**src/rtl/request_encoder_8to3_if.sv**
```systemverilog
// Request/grant bus between lane requesters, the traffic controller and the request encoder.
// The master side drives req/ack; the slave side (the encoder) returns idx/valid/pending.
interface request_encoder_8to3_if #(
    parameter int N_REQ = 8,
    parameter int IDX_W = $clog2(N_REQ)
);
    logic [N_REQ-1:0] req;
    logic             ack;
    logic [IDX_W-1:0] idx;
    logic             valid;
    logic [N_REQ-1:0] pending;

    modport master (output req, output ack, input idx, input valid, input pending);
    modport slave  (input req, input ack, output idx, output valid, output pending);
endinterface

```
**src/rtl/request_encoder_8to3.sv**
```systemverilog
// Registered 8-to-3 request encoder: sticky lane requests, one grant at a time, held until ack.
// Define REQ_ENC_ROUND_ROBIN_EN for rotating priority; otherwise the lowest pending lane wins.
module request_encoder_8to3 #(
    parameter int N_REQ = 8,
    parameter int IDX_W = $clog2(N_REQ)
) (
    input  logic                  clk,
    input  logic                  reset,
    request_encoder_8to3_if.slave bus
);

    typedef enum logic {
        IDLE,
        GRANT
    } state_t;

    state_t           state_q;
    logic [N_REQ-1:0] pending_q;
    logic [N_REQ-1:0] pending_d;
    logic [N_REQ-1:0] clr;
    logic [IDX_W-1:0] idx_q;
    logic [IDX_W-1:0] sel_idx;
    logic             valid_q;
    logic             accept;
`ifdef REQ_ENC_ROUND_ROBIN_EN
    logic [IDX_W-1:0] last_q;
    int               lane;
`endif

    assign accept = (state_q == GRANT) && bus.ack;
    assign clr    = accept ? (N_REQ'(1) << idx_q) : '0;

    // A new request on the lane being cleared this cycle survives the clear.
    assign pending_d = (pending_q & ~clr) | bus.req;

    // NOTE: every always_comb output gets a default first, so no path can infer a latch.
    always_comb begin
        sel_idx = '0;
`ifdef REQ_ENC_ROUND_ROBIN_EN
        lane = 0;
        // Walk from the farthest offset to the nearest so the first set lane after last_q wins.
        for (int off = N_REQ; off >= 1; off--) begin
            lane = (int'(last_q) + off) % N_REQ;
            if (pending_q[lane]) sel_idx = IDX_W'(lane);
        end
`else
        for (int i = N_REQ - 1; i >= 0; i--) begin
            if (pending_q[i]) sel_idx = IDX_W'(i);
        end
`endif
    end

    // NOTE: sequential state uses non-blocking assignments so every flop sees pre-edge values.
    always_ff @(posedge clk or posedge reset) begin
        if (reset) begin
            state_q   <= IDLE;
            pending_q <= '0;
            idx_q     <= '0;
            valid_q   <= 1'b0;
`ifdef REQ_ENC_ROUND_ROBIN_EN
            last_q    <= IDX_W'(N_REQ - 1);
`endif
        end else begin
            pending_q <= pending_d;
            case (state_q)
                IDLE: begin
                    if (pending_q != '0) begin
                        idx_q   <= sel_idx;
                        valid_q <= 1'b1;
                        state_q <= GRANT;
                    end
                end
                GRANT: begin
                    if (bus.ack) begin
                        valid_q <= 1'b0;
                        state_q <= IDLE;
`ifdef REQ_ENC_ROUND_ROBIN_EN
                        last_q  <= idx_q;
`endif
                    end
                end
            endcase
        end
    end

    assign bus.idx     = idx_q;
    assign bus.valid   = valid_q;
    assign bus.pending = pending_q;

endmodule

```
**src/flat_wrapper.sv**
```systemverilog
// flat-port wrapper written by rule: the top's interface ports become plain ports
module request_encoder_8to3_flat 
#(
    parameter int N_REQ = 8,
    parameter int IDX_W = $clog2(N_REQ)
)
  (clk, reset, bus_req, bus_ack, bus_idx, bus_valid, bus_pending);
  request_encoder_8to3_if #(.N_REQ(N_REQ), .IDX_W(IDX_W)) bus_i ();
  input  logic clk;
  input  logic reset;
  input wire logic [$bits(bus_i.req)-1:0] bus_req;
  input wire logic [$bits(bus_i.ack)-1:0] bus_ack;
  output wire logic [$bits(bus_i.idx)-1:0] bus_idx;
  output wire logic [$bits(bus_i.valid)-1:0] bus_valid;
  output wire logic [$bits(bus_i.pending)-1:0] bus_pending;
  assign bus_i.req = bus_req;
  assign bus_i.ack = bus_ack;
  assign bus_idx = bus_i.idx;
  assign bus_valid = bus_i.valid;
  assign bus_pending = bus_i.pending;
  request_encoder_8to3 #(.N_REQ(N_REQ), .IDX_W(IDX_W)) u_core (.clk(clk), .reset(reset), .bus(bus_i));
endmodule
```
**config.mk**
```make
export PLATFORM = sky130hd
export DESIGN_NAME = request_encoder_8to3_flat
export DESIGN_NICKNAME = d
export VERILOG_FILES = /design/src/rtl/request_encoder_8to3_if.sv /design/src/rtl/request_encoder_8to3.sv /design/src/flat_wrapper.sv
export SDC_FILE = /design/constraint.sdc
export NUM_CORES = 1
export LEC_CHECK = 0
export ABC_AREA = 1
export ABC_CLOCK_PERIOD_IN_PS = 1800
export CAP_MARGIN = 10
export CORE_MARGIN = 2
export CORE_UTILIZATION = 45
export DETAILED_ROUTE_END_ITERATION = 8
export PLACE_DENSITY_LB_ADDON = 0.1
export SYNTH_ARGS = -nofsm -noshare
export SYNTH_HDL_FRONTEND = slang
export SYNTH_SLANG_ARGS = --single-unit
```
**constraint.sdc**
```tcl
create_clock -name clk -period 1.8 [get_ports clk]
set_input_delay 0.54 -clock clk [delete_from_list [all_inputs] [get_ports clk]]
set_output_delay 0.54 -clock clk [all_outputs]
set_load 0.02 [all_outputs]
```
* Yosys cells after proc, flatten, opt, wreduce, memory -nomap -nowiden *
Cells that the tools add are included.

word-level totals
  register bits = 13
  output and inout port bits = 12

cells by class
  eq/ne operators = 2
  shifts and indexed selects = 1
  multiplexer cells = 15
  bitwise logic cells = 4
  reduce and logical (&&, ||, !) cells = 4

operator list
  cell                 number
  $mux 3               8
  $and 8x8->8          1
  $mux 8               1
  $not 8->8            1
  $or 8x8->8           1
  $reduce_bool 8->1    1
  $shl 1x3->8 const A  1
  $mux 1               4
  $pmux 1 s2           2
  $reduce_and 2->1     2
  $ne 2x1->1 const B   1
  $ne 2x2->1 const B   1
  $logic_and 1x1->1    1
  $not 1->1            1

* Longest topological paths before layout *
  depth in word-level cells = 8
  gate-level depth with buffers = 9
  mapped depth without buffers = 9

* Least setup slack after synthesis *
Ideal clock, no wire load.

  path kind = flip-flop to flip-flop
  from = reg u_core.pending_q[1] (netlist: u_core.bus.pending[1])
  to = reg u_core.valid_q (netlist: u_core.bus.valid)
  arrival time = 0.949 ns
  data required time = 1.684 ns
  setup slack = 0.735 ns
  cell stages (with the launch flop) = 7
  path buffers = 0
  clock period less this slack = 1.065 ns
  cells stage by stage = dfrtp_1 -> nor2_2 -> nand2_1 -> nand2_2 -> nand2_2 -> o21ai_2 -> inv_1

on the way
  cells in the longest elaborated chain, start to end = 3

RTL lines
  element                            RTL line                    text
  start, declared                    request_encoder_8to3.sv:18  logic [N_REQ-1:0] pending_q;
  start signal, assigned             request_encoder_8to3.sv:64  pending_q <= pending_d;
  $reduce_bool 8->1                  request_encoder_8to3.sv:67  if (pending_q != '0) begin
  $ne 2x1->1 (no source line)        -
  $reduce_and 2->1 (no source line)  -
  end signal, assigned               request_encoder_8to3.sv:59  valid_q <= 1'b0;
  end signal, assigned               request_encoder_8to3.sv:69  valid_q <= 1'b1;
  end signal, assigned               request_encoder_8to3.sv:75  valid_q <= 1'b0;
  end, declared                      request_encoder_8to3.sv:23  logic valid_q;

Every way passes these cells.
A chain may end at the register's enable or synchronous reset.

* Worst setup path in the final report *
  from = reg u_core.pending_q[0] (netlist: u_core.bus.pending[0])
  to = out bus_pending[0]

RTL lines
  element        RTL line            text
  end, declared  flat_wrapper.sv:15  output wire logic [$bits(bus_i.pending)-1:0] bus_pending;

No word-level cell between the ends.

==> results.md <==
- Clock Power Share: 18.2%
- Layout cells sized above 1: 9.524%
- Number of global-route vias before repair: 497
- #FFs+latches synth: 13
- Site row count: 13
- Fmax: 0.6286 GHz
- Crit end category: output pin
- Drt initial violations: 24
- Max Slew Vio Count: 0
- Cts hold-fix bufs: 0
- Sw frac: 39.94%
- Final Cycle Share: 88.38%
- Number of port buffers: 22
- CP Data Required Time: 1260 ps
- Unrepaired setup endpoints after global routing: false
- Syn Nets: 90
- Via/cell ratio: 4.917
- Hold slack final: 498.5 ps
- Worst-path fanout max: 4
- Cell type with the largest total area after synthesis: dfrtp_1
- Busiest grt layer: met2
- Kind of critical path: register to output pin
- Gate power share: 40.3%
- Clk slew on worst S/H paths: 80 ps
- Max_cap viols: 0
- Buf/Inv on CP: 1
- Drt pass-1 iters: 6
- Met1 usage: 25.26%
- Cts bufs inserted: 3
- Die span in x: 41.36 um
- WP data arrival: 1050 ps
- Worst hold path class: register to register
- H-Tree Depth: 1
- Final setup fails: 0
- Critical Path Source Type: register
- Die height: 41.36 um
- TNS Setup: 0 ps
- Initial Util: 48.27%
- Synth Instances: 79
- Initial antenna violation count: 0
- Post-DP HPWL: 1.067 mm
- Max_slew headroom: 66.52%
- Largest cells by area after synthesis: dfrtp_1, nand2_1, inv_1
- Worst IR Drop VDD: 0.8250 mV
- Tot GR Track Use: 19.10%
- Internal power: 591.8 uW
- Final hold viol count: 0
- Pwr/cell area: 1112 mW/mm^2
- Mean area per synthesized cell: 7.951 sq um
- CTS Sinks: 13
- Global placement routability congestion: 0.8906
- CTS tree: yes
- Die area: 0.001711 sq mm
- Core Util, Final: 68.08%
- Fin nets: 117
- Status: finished clean
- Largest delay share family, worst path: flip-flops
- Slowest stage delay, CP: 430 ps
- Diode count: 0
- Layout area overhead: 41.04%
- Synth unique cells: 13
- Fillers: 124
- Flop pwr share: 41.5%
- Tmin final: 1591 ps
- Met2 Use GR: 29.69%
- Area of the multi-input gates: 242.7 sq um
- DR vias: 590
- Residual DRC count: 0
- P_sw: 393.5 uW
- Seq. cell area: 325.3 sq um
- Detail Route Antenna Nets: 0
- Post-synthesis sequential area ratio: 51.79%
- Core box area: 0.001301 sq mm
- First-pass GRT wire length: 2.049 mm
- Clk root buf: clkbuf_4
- Met3 Resource Use GR: 5.319%
- Largest net degree at the start of global routing: 14
- Total Routed Length: 1.394 mm
- GR Overflow Total: 0
- Worst-skew pair later-pin latency: 270 ps
- CTS max path bufs: 2
- CP max stage cell: dfrtp_1
- Drt wl/cell: 11.62 um
- Synthesized area: 628.1 sq um
- Slew of the pin with the lowest slew margin: 501.6 ps
- Worst path cell trace: dlygate4sd2_1
- Yosys warnings: 0
- I/O pins: 23
- Post-synth top area share: 51.79%
- Layout Skew: 5.207 ps
- Leakage: 0.0004572 uW
-- layout make-up --
| class | instances | share of cell area [%] |
|---|---|---|
| Tap cell | 15 | 2.119 |
| Clock buffer | 4 | 2.966 |
| Multi-Input combinational cell | 50 | 27.40 |
| Inverter | 16 | 6.780 |
| Timing Repair Buffer | 22 | 24.01 |
| Sequential cell | 13 | 36.72 |
-- per-stage QoR --
step	power, uW	cell area (sq um)	cells	setup WS (ps)
6_report	985.4	885.9	120	209.1
5_1_grt	1042	885.9	120	171.9
4_1_cts	987.0	880.8	120	4.961
3_5_place_dp	826.7	867.1	116	175.7
3_3_place_gp	819.7	867.1	116	215.9
2_1_floorplan	656.7	628.1	79	735.1
-- state kept, by name, indices dropped and copies added, names as in the netlist --
signal	cells
u_core.state_q	1
u_core.bus.valid	1
u_core.bus.pending	8
u_core.bus.idx	3
-- logic make-up after synthesis --
| kind of cell | after synthesis | synth area share, % |
|---|---|---|
| AO/OA/AOI/OAI | 13 | 13.74 |
| buffers and inverters | 16 | 9.562 |
| flip-flops | 13 | 51.79 |
| AND/OR/NAND/NOR | 37 | 24.90 |
-- final timing paths --
kind	startpoint	to	slack (ps)	depth (start not counted)
max in group asynchronous	reset	u_core.bus.pending[2]	870	2
worst max register to register	u_core.bus.pending[0]	u_core.bus.valid	710	6
worst max-delay path	u_core.bus.pending[0]	bus_pending[0]	210	1
worst min register to register	u_core.bus.valid	u_core.bus.valid	500	2
worst min-delay path	u_core.bus.valid	u_core.bus.valid	500	2
min in group asynchronous	reset	u_core.bus.pending[5]	590	2
-- cells in the final DEF, fill, tap and decap left out, types with 2 or more instances in the layout --
| cell type | n |
|---|---|
| nand2_1 | 22 |
| inv_1 | 16 |
| dfrtp_1 | 13 |
| clkdlybuf4s50_1 | 10 |
| dlygate4sd2_1 | 10 |
| nor2_1 | 7 |
| o21bai_1 | 6 |
| nor2_2 | 3 |
| nand2_2 | 3 |
| o21ai_0 | 3 |
| clkbuf_4 | 3 |
| nand3_1 | 2 |
| dlymetal6s2s_1 | 2 |
-- power groups by stage --
| stage | Clock, uW | Sequential [uW] | Combinational (uW) |
|---|---|---|---|
| after global placement | 0 | 412 | 408 |
| after detailed placement | 0 | 412 | 415 |
| after floorplan | 0 | 472 | 185 |
| after CTS | 179 | 408 | 400 |
| final | 180 | 409 | 397 |
| after global routing | 195 | 417 | 430 |
-- cells in the mapped netlist --
library cell	count
o21ai_1	1
o21ai_0	3
nor2_2	3
o21ai_2	1
o21bai_1	6
nor2_1	7
o211ai_1	1
nand2_1	22
inv_1	16
dfrtp_1	13
a21oi_1	1
nand2_2	3
nand3_1	2
-- tightest hold or removal path: stages, from the launching register on --
cell and delay, ps:
dfrtp_1 370, o21ai_2 60, inv_1 40
-- timing repair --
action / in CTS / in global routing
resized for setup: 10 / 2
setup buffers: 0 / 0
endpoints found under the setup margin: 10 / 2
-- per-layer routing --
layer / vias to the layer above / wire [um]
met4: 0 / 0
li1: 296 / -
met1: 263 / 608
met2: 31 / 674
met5: - / 0
met3: 0 / 112
(Power assumes the default switching activity.)
